## src/rtl/axi4_burst_master_if.sv

```systemverilog
// rtl/axi4_burst_master_if.sv - AXI4 burst master bus bundle (AW/W/B/AR/R channels) with master/slave views.
interface axi4_burst_master_if #(parameter int ID_WIDTH = 4) ();
  logic                aw_valid;
  logic                aw_ready;
  logic [ID_WIDTH-1:0] aw_id;
  logic [31:0]         aw_addr;
  logic [7:0]          aw_len;
  logic [2:0]          aw_size;
  logic [1:0]          aw_burst;

  logic                w_valid;
  logic                w_ready;
  logic [63:0]         w_data;
  logic [7:0]          w_strb;
  logic                w_last;

  logic                b_valid;
  logic                b_ready;
  logic [ID_WIDTH-1:0] b_id;
  logic [1:0]          b_resp;

  logic                ar_valid;
  logic                ar_ready;
  logic [ID_WIDTH-1:0] ar_id;
  logic [31:0]         ar_addr;
  logic [7:0]          ar_len;
  logic [2:0]          ar_size;
  logic [1:0]          ar_burst;

  logic                r_valid;
  logic                r_ready;
  logic [ID_WIDTH-1:0] r_id;
  logic [63:0]         r_data;
  logic [1:0]          r_resp;
  logic                r_last;

  modport master (
    output aw_valid, aw_id, aw_addr, aw_len, aw_size, aw_burst,
    input  aw_ready,
    output w_valid, w_data, w_strb, w_last,
    input  w_ready,
    input  b_valid, b_id, b_resp,
    output b_ready,
    output ar_valid, ar_id, ar_addr, ar_len, ar_size, ar_burst,
    input  ar_ready,
    input  r_valid, r_id, r_data, r_resp, r_last,
    output r_ready
  );

  modport slave (
    input  aw_valid, aw_id, aw_addr, aw_len, aw_size, aw_burst,
    output aw_ready,
    input  w_valid, w_data, w_strb, w_last,
    output w_ready,
    output b_valid, b_id, b_resp,
    input  b_ready,
    input  ar_valid, ar_id, ar_addr, ar_len, ar_size, ar_burst,
    output ar_ready,
    output r_valid, r_id, r_data, r_resp, r_last,
    input  r_ready
  );
endinterface

```

## src/rtl/axi4_burst_master.sv

```systemverilog
// rtl/axi4_burst_master.sv - single-outstanding AXI4 INCR burst initiator with 4KB guard and handshake watchdog.
// Optional macro AXI_MASTER_ADDR_MASK_EN applies ADDR_MASK to outgoing burst addresses.
module axi4_burst_master #(
  parameter int          ID_WIDTH    = 4,
  parameter int          AXI_ID      = 0,
  parameter logic [31:0] ADDR_MASK   = 32'h07ffffff,
  parameter int          TIMEOUT_CYC = 1024
) (
  input  logic        clock,
  input  logic        reset,

  input  logic        cmd_valid,
  output logic        cmd_ready,
  input  logic        cmd_write,
  input  logic [31:0] cmd_addr,
  input  logic [7:0]  cmd_len,

  input  logic        wr_valid,
  output logic        wr_ready,
  input  logic [63:0] wr_data,
  input  logic [7:0]  wr_strb,

  output logic        rd_valid,
  input  logic        rd_ready,
  output logic [63:0] rd_data,
  output logic        rd_last,

  output logic        done_valid,
  output logic [1:0]  done_resp,
  output logic        busy,
  output logic        timeout,

  axi4_burst_master_if.master io_axi4_0
);

  localparam logic [2:0] S_IDLE = 3'd0;
  localparam logic [2:0] S_AW   = 3'd1;
  localparam logic [2:0] S_W    = 3'd2;
  localparam logic [2:0] S_B    = 3'd3;
  localparam logic [2:0] S_AR   = 3'd4;
  localparam logic [2:0] S_R    = 3'd5;
  localparam logic [2:0] S_DONE = 3'd6;

  localparam int WD_W = $clog2(TIMEOUT_CYC + 1);
  localparam logic [ID_WIDTH-1:0] OWN_ID = ID_WIDTH'(AXI_ID);

  logic [2:0]      state;
  logic [31:0]     addr_q;
  logic [7:0]      len_q;
  logic [7:0]      beat_cnt;
  logic [1:0]      resp_q;
  logic            err_q;
  logic [1:0]      done_resp_q;
  logic [WD_W-1:0] wd_cnt;
  logic            timeout_q;

  logic [31:0] addr_bus;
  logic [13:0] span_end;
  logic        crosses_4k;
  logic        accept;
  logic        aw_hs, w_hs, b_hs, ar_hs, r_hs, any_hs;
  logic        last_beat;
  logic        r_proto_err;
  logic [1:0]  resp_n;
  logic        err_n;
  logic        unused_bits;

`ifdef AXI_MASTER_ADDR_MASK_EN
  assign addr_bus = {cmd_addr[31:3], 3'b000} & ADDR_MASK;
`else
  assign addr_bus = {cmd_addr[31:3], 3'b000};
`endif

  // End offset of the burst within its 4KB page; beyond 4096 the burst would straddle pages.
  assign span_end    = {2'b00, addr_bus[11:0]} + ((14'(cmd_len) + 14'd1) << 3);
  assign crosses_4k  = span_end > 14'd4096;
  assign unused_bits = ^{cmd_addr[2:0]};

  assign accept    = cmd_valid && (state == S_IDLE);
  assign last_beat = (beat_cnt == len_q);

  assign aw_hs  = io_axi4_0.aw_valid && io_axi4_0.aw_ready;
  assign w_hs   = io_axi4_0.w_valid  && io_axi4_0.w_ready;
  assign b_hs   = io_axi4_0.b_valid  && io_axi4_0.b_ready;
  assign ar_hs  = io_axi4_0.ar_valid && io_axi4_0.ar_ready;
  assign r_hs   = io_axi4_0.r_valid  && io_axi4_0.r_ready;
  assign any_hs = aw_hs || w_hs || b_hs || ar_hs || r_hs;

  always_comb begin
    r_proto_err = 1'b0;
    resp_n      = resp_q;
    err_n       = err_q;
    // A misplaced or missing r_last, or a foreign ID, means the slave lost track of the burst.
    r_proto_err = (io_axi4_0.r_last != last_beat) || (io_axi4_0.r_id != OWN_ID);
    if (io_axi4_0.r_resp > resp_q) begin
      resp_n = io_axi4_0.r_resp;
    end
    err_n = err_q || r_proto_err;
  end

  always_ff @(posedge clock) begin
    if (reset) begin
      state       <= S_IDLE;
      addr_q      <= 32'd0;
      len_q       <= 8'd0;
      beat_cnt    <= 8'd0;
      resp_q      <= 2'b00;
      err_q       <= 1'b0;
      done_resp_q <= 2'b00;
    end else begin
      case (state)
        S_IDLE: begin
          if (accept) begin
            addr_q   <= addr_bus;
            len_q    <= cmd_len;
            beat_cnt <= 8'd0;
            resp_q   <= 2'b00;
            err_q    <= 1'b0;
            if (crosses_4k) begin
              state       <= S_DONE;
              done_resp_q <= 2'b10;
            end else begin
              state <= cmd_write ? S_AW : S_AR;
            end
          end
        end
        S_AW: if (aw_hs) state <= S_W;
        S_W: begin
          if (w_hs) begin
            beat_cnt <= beat_cnt + 8'd1;
            if (last_beat) state <= S_B;
          end
        end
        S_B: begin
          if (b_hs) begin
            done_resp_q <= (io_axi4_0.b_id != OWN_ID) ? 2'b10 : io_axi4_0.b_resp;
            state       <= S_DONE;
          end
        end
        S_AR: if (ar_hs) state <= S_R;
        S_R: begin
          if (r_hs) begin
            beat_cnt <= beat_cnt + 8'd1;
            resp_q   <= resp_n;
            err_q    <= err_n;
            if (io_axi4_0.r_last) begin
              done_resp_q <= err_n ? 2'b10 : resp_n;
              state       <= S_DONE;
            end
          end
        end
        S_DONE:  state <= S_IDLE;
        default: state <= S_IDLE;
      endcase
    end
  end

  // Watchdog only observes; a stalled slave is flagged but the burst is left to finish.
  always_ff @(posedge clock) begin
    if (reset) begin
      wd_cnt    <= '0;
      timeout_q <= 1'b0;
    end else begin
      if (state == S_IDLE || any_hs) begin
        wd_cnt <= '0;
      end else if (wd_cnt != WD_W'(TIMEOUT_CYC)) begin
        wd_cnt <= wd_cnt + 1'b1;
      end
      if (wd_cnt == WD_W'(TIMEOUT_CYC)) begin
        timeout_q <= 1'b1;
      end
    end
  end

  assign cmd_ready  = (state == S_IDLE);
  assign busy       = (state != S_IDLE);
  assign done_valid = (state == S_DONE);
  assign done_resp  = done_resp_q;
  assign timeout    = timeout_q;

  assign io_axi4_0.aw_valid = (state == S_AW);
  assign io_axi4_0.aw_id    = OWN_ID;
  assign io_axi4_0.aw_addr  = addr_q;
  assign io_axi4_0.aw_len   = len_q;
  assign io_axi4_0.aw_size  = 3'b011;
  assign io_axi4_0.aw_burst = 2'b01;

  assign io_axi4_0.w_valid  = (state == S_W) && wr_valid;
  assign io_axi4_0.w_data   = wr_data;
  assign io_axi4_0.w_strb   = wr_strb;
  assign io_axi4_0.w_last   = last_beat;
  assign wr_ready           = (state == S_W) && io_axi4_0.w_ready;

  assign io_axi4_0.b_ready  = (state == S_B);

  assign io_axi4_0.ar_valid = (state == S_AR);
  assign io_axi4_0.ar_id    = OWN_ID;
  assign io_axi4_0.ar_addr  = addr_q;
  assign io_axi4_0.ar_len   = len_q;
  assign io_axi4_0.ar_size  = 3'b011;
  assign io_axi4_0.ar_burst = 2'b01;

  assign io_axi4_0.r_ready  = (state == S_R) && rd_ready;
  assign rd_valid           = (state == S_R) && io_axi4_0.r_valid;
  assign rd_data            = io_axi4_0.r_data;
  assign rd_last            = (state == S_R) && io_axi4_0.r_last;

endmodule
```

## src/flat_wrapper.sv

```systemverilog
// flat-port wrapper written by rule: the top's interface ports become plain ports
module axi4_burst_master_flat 
#(
  parameter int          ID_WIDTH    = 4,
  parameter int          AXI_ID      = 0,
  parameter logic [31:0] ADDR_MASK   = 32'h07ffffff,
  parameter int          TIMEOUT_CYC = 1024
)
  (clock, reset, cmd_valid, cmd_ready, cmd_write, cmd_addr, cmd_len, wr_valid, wr_ready, wr_data, wr_strb, rd_valid, rd_ready, rd_data, rd_last, done_valid, done_resp, busy, timeout, io_axi4_0_aw_valid, io_axi4_0_aw_id, io_axi4_0_aw_addr, io_axi4_0_aw_len, io_axi4_0_aw_size, io_axi4_0_aw_burst, io_axi4_0_aw_ready, io_axi4_0_w_valid, io_axi4_0_w_data, io_axi4_0_w_strb, io_axi4_0_w_last, io_axi4_0_w_ready, io_axi4_0_b_valid, io_axi4_0_b_id, io_axi4_0_b_resp, io_axi4_0_b_ready, io_axi4_0_ar_valid, io_axi4_0_ar_id, io_axi4_0_ar_addr, io_axi4_0_ar_len, io_axi4_0_ar_size, io_axi4_0_ar_burst, io_axi4_0_ar_ready, io_axi4_0_r_valid, io_axi4_0_r_id, io_axi4_0_r_data, io_axi4_0_r_resp, io_axi4_0_r_last, io_axi4_0_r_ready);
  axi4_burst_master_if #(.ID_WIDTH(ID_WIDTH)) io_axi4_0_i ();
  input  logic clock;
  input  logic reset;
  input  logic cmd_valid;
  output logic cmd_ready;
  input  logic cmd_write;
  input  logic [31:0] cmd_addr;
  input  logic [7:0] cmd_len;
  input  logic wr_valid;
  output logic wr_ready;
  input  logic [63:0] wr_data;
  input  logic [7:0] wr_strb;
  output logic rd_valid;
  input  logic rd_ready;
  output logic [63:0] rd_data;
  output logic rd_last;
  output logic done_valid;
  output logic [1:0] done_resp;
  output logic busy;
  output logic timeout;
  output wire logic [$bits(io_axi4_0_i.aw_valid)-1:0] io_axi4_0_aw_valid;
  output wire logic [$bits(io_axi4_0_i.aw_id)-1:0] io_axi4_0_aw_id;
  output wire logic [$bits(io_axi4_0_i.aw_addr)-1:0] io_axi4_0_aw_addr;
  output wire logic [$bits(io_axi4_0_i.aw_len)-1:0] io_axi4_0_aw_len;
  output wire logic [$bits(io_axi4_0_i.aw_size)-1:0] io_axi4_0_aw_size;
  output wire logic [$bits(io_axi4_0_i.aw_burst)-1:0] io_axi4_0_aw_burst;
  input wire logic [$bits(io_axi4_0_i.aw_ready)-1:0] io_axi4_0_aw_ready;
  output wire logic [$bits(io_axi4_0_i.w_valid)-1:0] io_axi4_0_w_valid;
  output wire logic [$bits(io_axi4_0_i.w_data)-1:0] io_axi4_0_w_data;
  output wire logic [$bits(io_axi4_0_i.w_strb)-1:0] io_axi4_0_w_strb;
  output wire logic [$bits(io_axi4_0_i.w_last)-1:0] io_axi4_0_w_last;
  input wire logic [$bits(io_axi4_0_i.w_ready)-1:0] io_axi4_0_w_ready;
  input wire logic [$bits(io_axi4_0_i.b_valid)-1:0] io_axi4_0_b_valid;
  input wire logic [$bits(io_axi4_0_i.b_id)-1:0] io_axi4_0_b_id;
  input wire logic [$bits(io_axi4_0_i.b_resp)-1:0] io_axi4_0_b_resp;
  output wire logic [$bits(io_axi4_0_i.b_ready)-1:0] io_axi4_0_b_ready;
  output wire logic [$bits(io_axi4_0_i.ar_valid)-1:0] io_axi4_0_ar_valid;
  output wire logic [$bits(io_axi4_0_i.ar_id)-1:0] io_axi4_0_ar_id;
  output wire logic [$bits(io_axi4_0_i.ar_addr)-1:0] io_axi4_0_ar_addr;
  output wire logic [$bits(io_axi4_0_i.ar_len)-1:0] io_axi4_0_ar_len;
  output wire logic [$bits(io_axi4_0_i.ar_size)-1:0] io_axi4_0_ar_size;
  output wire logic [$bits(io_axi4_0_i.ar_burst)-1:0] io_axi4_0_ar_burst;
  input wire logic [$bits(io_axi4_0_i.ar_ready)-1:0] io_axi4_0_ar_ready;
  input wire logic [$bits(io_axi4_0_i.r_valid)-1:0] io_axi4_0_r_valid;
  input wire logic [$bits(io_axi4_0_i.r_id)-1:0] io_axi4_0_r_id;
  input wire logic [$bits(io_axi4_0_i.r_data)-1:0] io_axi4_0_r_data;
  input wire logic [$bits(io_axi4_0_i.r_resp)-1:0] io_axi4_0_r_resp;
  input wire logic [$bits(io_axi4_0_i.r_last)-1:0] io_axi4_0_r_last;
  output wire logic [$bits(io_axi4_0_i.r_ready)-1:0] io_axi4_0_r_ready;
  assign io_axi4_0_aw_valid = io_axi4_0_i.aw_valid;
  assign io_axi4_0_aw_id = io_axi4_0_i.aw_id;
  assign io_axi4_0_aw_addr = io_axi4_0_i.aw_addr;
  assign io_axi4_0_aw_len = io_axi4_0_i.aw_len;
  assign io_axi4_0_aw_size = io_axi4_0_i.aw_size;
  assign io_axi4_0_aw_burst = io_axi4_0_i.aw_burst;
  assign io_axi4_0_i.aw_ready = io_axi4_0_aw_ready;
  assign io_axi4_0_w_valid = io_axi4_0_i.w_valid;
  assign io_axi4_0_w_data = io_axi4_0_i.w_data;
  assign io_axi4_0_w_strb = io_axi4_0_i.w_strb;
  assign io_axi4_0_w_last = io_axi4_0_i.w_last;
  assign io_axi4_0_i.w_ready = io_axi4_0_w_ready;
  assign io_axi4_0_i.b_valid = io_axi4_0_b_valid;
  assign io_axi4_0_i.b_id = io_axi4_0_b_id;
  assign io_axi4_0_i.b_resp = io_axi4_0_b_resp;
  assign io_axi4_0_b_ready = io_axi4_0_i.b_ready;
  assign io_axi4_0_ar_valid = io_axi4_0_i.ar_valid;
  assign io_axi4_0_ar_id = io_axi4_0_i.ar_id;
  assign io_axi4_0_ar_addr = io_axi4_0_i.ar_addr;
  assign io_axi4_0_ar_len = io_axi4_0_i.ar_len;
  assign io_axi4_0_ar_size = io_axi4_0_i.ar_size;
  assign io_axi4_0_ar_burst = io_axi4_0_i.ar_burst;
  assign io_axi4_0_i.ar_ready = io_axi4_0_ar_ready;
  assign io_axi4_0_i.r_valid = io_axi4_0_r_valid;
  assign io_axi4_0_i.r_id = io_axi4_0_r_id;
  assign io_axi4_0_i.r_data = io_axi4_0_r_data;
  assign io_axi4_0_i.r_resp = io_axi4_0_r_resp;
  assign io_axi4_0_i.r_last = io_axi4_0_r_last;
  assign io_axi4_0_r_ready = io_axi4_0_i.r_ready;
  axi4_burst_master #(.ID_WIDTH(ID_WIDTH), .AXI_ID(AXI_ID), .ADDR_MASK(ADDR_MASK), .TIMEOUT_CYC(TIMEOUT_CYC)) u_core (.clock(clock), .reset(reset), .cmd_valid(cmd_valid), .cmd_ready(cmd_ready), .cmd_write(cmd_write), .cmd_addr(cmd_addr), .cmd_len(cmd_len), .wr_valid(wr_valid), .wr_ready(wr_ready), .wr_data(wr_data), .wr_strb(wr_strb), .rd_valid(rd_valid), .rd_ready(rd_ready), .rd_data(rd_data), .rd_last(rd_last), .done_valid(done_valid), .done_resp(done_resp), .busy(busy), .timeout(timeout), .io_axi4_0(io_axi4_0_i));
endmodule
```

## config.mk

```make
export PLATFORM = sky130hd
export DESIGN_NAME = axi4_burst_master_flat
export DESIGN_NICKNAME = d
export VERILOG_FILES = /design/src/rtl/axi4_burst_master_if.sv /design/src/rtl/axi4_burst_master.sv /design/src/flat_wrapper.sv
export SDC_FILE = /design/constraint.sdc
export NUM_CORES = 1
export LEC_CHECK = 0
export ABC_AREA = 1
export BUFFER_PORTS_ARGS = -buffer_cell sky130_fd_sc_hd__buf_2
export CORE_AREA = 8 8 166 168
export CTS_BUF_LIST = sky130_fd_sc_hd__clkbuf_8
export DETAILED_ROUTE_END_ITERATION = 10
export DIE_AREA = 0 0 174 176
export PLACE_DENSITY = 0.58
export SYNTH_ARGS = -nofsm -noshare
export SYNTH_HDL_FRONTEND = slang
export SYNTH_SLANG_ARGS = --single-unit
```

## constraint.sdc

```tcl
create_clock -name clock -period 3.5 [get_ports clock]
set_input_delay 0.7 -clock clock [delete_from_list [all_inputs] [get_ports clock]]
set_output_delay 0.7 -clock clock [all_outputs]
set_load 0.02 [all_outputs]
```

## Word level (Yosys, flattened, before mapping)

Cells that the tools add are included.

| cells by class | value |
|---|---|
| add/sub/neg operators | 4 |
| magnitude comparators | 2 |
| equality and inequality tests | 19 |
| mux-type cells | 30 |
| reduce and logical (&&, ||, !) cells | 31 |

Operator list:

| operator | count |
|---|---|
| 3-bit two-way mux | 10 |
| 8-bit two-way mux | 3 |
| 8-bit case mux with 3 select lines | 1 |
| 2-bit two-way mux | 10 |
| 3-bit case mux with 6 select lines | 1 |
| 12-bit by 14-bit adder with 14-bit output | 1 |
| 14-bit by 13-bit > comparator with 1-bit output (second input constant) | 1 |
| 11-bit by 1-bit adder with 11-bit output (second input constant) | 1 |
| 11-bit equality test (second input constant) | 1 |
| 1-bit logical AND | 11 |
| 11-bit != test (second input constant) | 1 |
| 2-bit by 1-bit != test with 1-bit output (second input constant) | 5 |
| 8-bit by 1-bit adder with 9-bit output (second input constant) | 1 |
| 3-bit equality test (second input constant) | 3 |
| 3-bit nonzero test | 3 |
| 8-bit by 1-bit adder with 8-bit output (second input constant) | 1 |
| 8-bit equality test | 1 |
| 2-bit != test (second input constant) | 4 |
| 8-bit AND reduction | 1 |
| 4-bit nonzero test | 2 |
| 1-bit logical OR | 7 |
| 3-bit by 2-bit equality test with 1-bit output (second input constant) | 2 |
| 2-bit case mux with 3 select lines | 1 |
| 6-bit AND reduction | 1 |
| other kinds (12) | 13 |

| word-level totals | value |
|---|---|
| register bits after elaboration | 65 |
| input bits | 200 |
| output and inout port bits | 249 |
| word-level logic and storage cells | 95 |

## Depth between registers and ports, before layout

| logic depth | value |
|---|---|
| word-level depth | 9 |
| depth in mapped cells | 20 |
| depth with buffers taken out | 20 |

## Worst setup path after synthesis

Ideal clock, no wire load.

| timing path | value |
|---|---|
| path kind | input port to flip-flop |
| start point | input cmd_len[0] |
| end point | register u_core.done_resp_q[1] (netlist: u_core.done_resp[1]) |
| setup time | 0.113 ns |
| arrival time | 2.706 ns |
| required time | 3.387 ns |
| path slack | 0.681 ns |
| stages | 18 |
| path buffers | 0 |
| cell sequence | ha_1 nand3_1 nor3b_1 xnor2_1 inv_1 ha_1 nand2_1 inv_1 a21oi_1 nand3_1 nand2_1 nor2_1 nand3_1 nand2_1 a21oi_2 nand3_1 nand2_1 nor2_1 |

| between the ends | value |
|---|---|
| word-level cells in the longest chain between the ends | 5 |

Ends and longest elaborated chain:

| what | line | source |
|---|---|---|
| start: declaration | flat_wrapper.sv:17 | `input logic [7:0] cmd_len;` |
| 8-bit by 1-bit adder with 9-bit output | axi4_burst_master.sv:75 | `assign span_end = {2'b00, addr_bus[11:0]} + ((14'(cmd_len) + 14'd1) << 3);` |
| 12-bit by 14-bit adder with 14-bit output | axi4_burst_master.sv:75 |  |
| 14-bit by 13-bit > comparator with 1-bit output | axi4_burst_master.sv:76 | `assign crosses_4k = span_end > 14'd4096;` |
| 2-bit by 1-bit != test with 1-bit output (no line) | - |  |
| 6-bit AND reduction (no line) | - |  |
| end signal: assignment | axi4_burst_master.sv:136 | `done_resp_q <= (io_axi4_0.b_id != OWN_ID) ? 2'b10 : io_axi4_0.b_resp;` |
| end signal: assignment | axi4_burst_master.sv:147 | `done_resp_q <= err_n ? 2'b10 : resp_n;` |
| end: declaration | axi4_burst_master.sv:53 | `logic [1:0] done_resp_q;` |

Every way passes these cells.
A chain may end at the register's enable or synchronous reset.

## Worst setup path in the final report

| timing path | value |
|---|---|
| start point | input cmd_len[0] |
| end point | register u_core.state[2] |

| between the ends | value |
|---|---|
| word-level cells in the longest chain between the ends | 6 |

Ends and longest elaborated chain:

| what | line | source |
|---|---|---|
| 8-bit by 1-bit adder with 9-bit output | axi4_burst_master.sv:75 |  |
| 12-bit by 14-bit adder with 14-bit output | axi4_burst_master.sv:75 |  |
| 14-bit by 13-bit > comparator with 1-bit output | axi4_burst_master.sv:76 |  |
| 3-bit two-way mux | axi4_burst_master.sv:119 | `if (crosses_4k) begin` |
| 3-bit two-way mux | axi4_burst_master.sv:113 | `if (accept) begin` |
| 3-bit case mux with 6 select lines | axi4_burst_master.sv:111 | `case (state)` |
| end signal: assignment | axi4_burst_master.sv:123 | `state <= cmd_write ? S_AW : S_AR;` |
| end: declaration | axi4_burst_master.sv:47 | `logic [2:0] state;` |

Every way passes these cells. The select of a mux whose other input is x is not followed.

==> summary.txt <==
Status
  • Outcome: finished clean

Place
  • DP Area: 4860 um^2
  • Post-detail-place hpwl: 12500 um
  • Final GP Congestion: 0.813
  • DP Cell Count: 1022
  • Port bufs: 149

Floorplanning
  • Row cnt: 58
  • Initial core utilization: 20.7%
  • I/O pin cnt: 449
  • Die area: 30600 um^2
  • Die Span Y: 176 um
  • Core outline area: 24800 um^2
  • Die Wd: 174 um

Synth
  • Distinct cell type count of the synthesized netlist: 39
  • Register area share after synthesis: 25.4%
  • Synth top area cells: buf_4 (29%), dfxtp_1 (25%), nand2_1 (8.6%)
  • Synth warnings: 0
  • Synth top cells by count: buf_4 (197), nand2_1 (118), dfxtp_1 (65)
  • Cells after Synth: 731
  • Leading area contributor after synthesis: buf_4
  • Yosys reg bits: 65
  • Async SR Flop Fraction: 0%
  • Most common cell in the netlist: buf_4
  • Post-synth EDFFs: 0
  • Area share of the leading cell type in the synthesized netlist: 28.8%
  • Main flop type after synthesis: dfxtp_1
  • Mean Syn Cell Area: 7.02 um^2
  • Area of the mapped netlist: 5130 um^2

Detailed routing
  • Via density: 3.99
  • Average wire per standard cell: 15.0 um
  • Routed WL: 15600 um
  • Initial DRC Count: 148
  • Via count: 4142
  • First-pass DRT Iterations: 4
  • DRC viols: 0
  • Number of routed nets with antenna violations: 0

Power
  • Total power: 3.49 mW
  • Pwr dens: 686 nW/um^2
  • Worst vdd ir: 0.000249 V
  • Leakage power total: 2.46 nW

STA
  • Tmin final: 3.05 ns
  • Final Setup Violations: 0
  • Final Hold Fails: 0
  • Setup_tns: 0 ns
  • Clock skew: 0.0144 ns
  • RSZ-0062 raised after global routing: false
  • Max Freq: 328 MHz
  • Slew Viols, Final: 0
  • Final cycle utilization of the critical path: 87.0%

Layout
  • Final core utilization: 20.5%
  • Layout cells sized above 1: 27.5%
  • Area grow syn2layout: -0.829%
  • Non-Filler Instances: 1038
  • Antenna cells: 0
  • Final net count: 921
  • Number of fill cells: 2861
  • Final Cell Area: 5090 um^2

Critical path
  • WP data required: 3.73 ns
  • Crit Path Class: in2reg
  • CP startpoint kind: primary input
  • Critical path data arrival time: 3.27 ns
  • CP max FO: 5
  • Setup crit end kind: flip-flop

Clocking
  • Worst-skew pair later-pin latency: 0.37 ns
  • CTS clk-pin slew, worst paths: 0.09 ns
  • H-Tree Depth: 3
  • Postcts setup bufs: 0
  • CTS Sinks: 65
  • CTS tree: done
  • TritonCTS Buffers: 9
  • Deepest clock path buffer count: 2
  • CTS resizes: 0
  • Post-CTS Hold Buffers: 0
  • Clk root buf: clkbuf_8

Min path
  • Hold WC Path Type: reg2reg

Global route
  • Gr ovfl total: 0
  • Vias in the first global route: 4322
  • Largest net degree at the start of global routing: 34
  • Initial antenna violation count: 0
  • Global-route wire length before repair: 24200 um
  • Overall Global Routing Usage: 10.1%

Run
  • Max Cap Viol: 0
==> registers in the layout, summed over array words and instances, names as in the netlist <==
name	flops
u_core.state	3
u_core.timeout	1
u_core.wd_cnt	11
u_core.err_q	1
u_core.resp_q	2
u_core.io_axi4_0.ar_addr	29
u_core.io_axi4_0.ar_len	8
u_core.beat_cnt	8
u_core.done_resp	2
==> critical path: stages <==
cell	delay, ns
buf_2	0.12
ha_1	0.19
nand3_1	0.12
nor3b_1	0.32
xnor2_1	0.17
inv_1	0.06
ha_1	0.33
nand2_1	0.11
inv_1	0.04
a21oi_1	0.19
nand2_1	0.10
nand2_1	0.06
nand2_1	0.04
nor2_1	0.07
nand3_1	0.07
nand2_1	0.26
nand2_1	0.08
nand2_1	0.07
nand2_1	0.05
nand2_1	0.05
a21oi_1	0.05
==> cell families (layout without fill, tap and decap cells) <==
| group | count (synthesis) | in the layout | share of synthesized area (%) |
|---|---|---|---|
| AOI/OAI and AO/OA | 91 | 91 | 9.66 |
| xor gates and xnor gates | 14 | 14 | 2.39 |
| adders and majority gates | 18 | 18 | 4.54 |
| buffers and inverters | 285 | 240 | 35.5 |
| DFF | 65 | 65 | 25.4 |
| other | 2 | 24 | 0.146 |
| and+or+nand+nor | 256 | 256 | 22.5 |
==> per-layer routing <==
layer | GRT usage, % | wire length (um) | share of wire (%)
met1 | 10.8 | 6280 | 40
met4 | 7.13 | 865 | 5.5
met5 | 1.12 | 47 | 0.30
met2 | 16.1 | 7000 | 45
met3 | 4.17 | 1420 | 9.1
==> cell type report <==
class | count | area, um^2 | share of cell area, %
clock buffers | 10 | 138 | 2.70
clock inverters | 6 | 90.1 | 1.77
inverters | 70 | 263 | 5.16
multi-input cells | 403 | 2100 | 41.3
flip-flops and latches | 65 | 1300 | 25.6
well taps | 330 | 413 | 8.11
repair buffers | 154 | 783 | 15.4
==> per-stage QoR <==
stage / setup slack, ns / hold slack, ns
3_3_place_gp: 0.108 / 0.454
6_report: 0.454 / 0.475
5_1_grt: 0.180 / 0.505
4_1_cts: 0.471 / 0.473
2_1_floorplan: 0.681 / 0.452
3_5_place_dp: 0.0792 / 0.460
==> cell usage in the layout, fill, tap and decap left out, drive strengths merged, types with 2 or more instances in the layout <==
cell and instances:
nand3 51, ha 17, xor2 10, inv 73
conb 24, or2 2, nand4 9, nand2 122
a21oi 60, o21ai 22, xnor2 4, o21a 2
dfxtp 65, nor3b 4, bufinv 2, nand3b 2
nor3 8, a211oi 3, clkbuf 10, buf 154
nor2 55, and3 2
==> report_power, final <==
part	leakage (nW)	total (mW)	switching [mW]	internal, mW
Combinational	1.81	1.71	1.19	0.512
Sequential	0.531	1.02	0.132	0.886
Clock	0.119	0.768	0.343	0.425
Total	2.46	3.49	1.67	1.82
==> final timing paths <==
path,start,end,slack (ns),depth (start not counted)
min,u_core.io_axi4_0.ar_addr[20],u_core.io_axi4_0.ar_addr[20],0.48,2
min reg2reg,u_core.io_axi4_0.ar_addr[20],u_core.io_axi4_0.ar_addr[20],0.48,2
max reg2reg,u_core.state[0],u_core.beat_cnt[7],1.42,11
max,cmd_len[0],u_core.state[2],0.45,21
(Power assumes the default switching activity.)
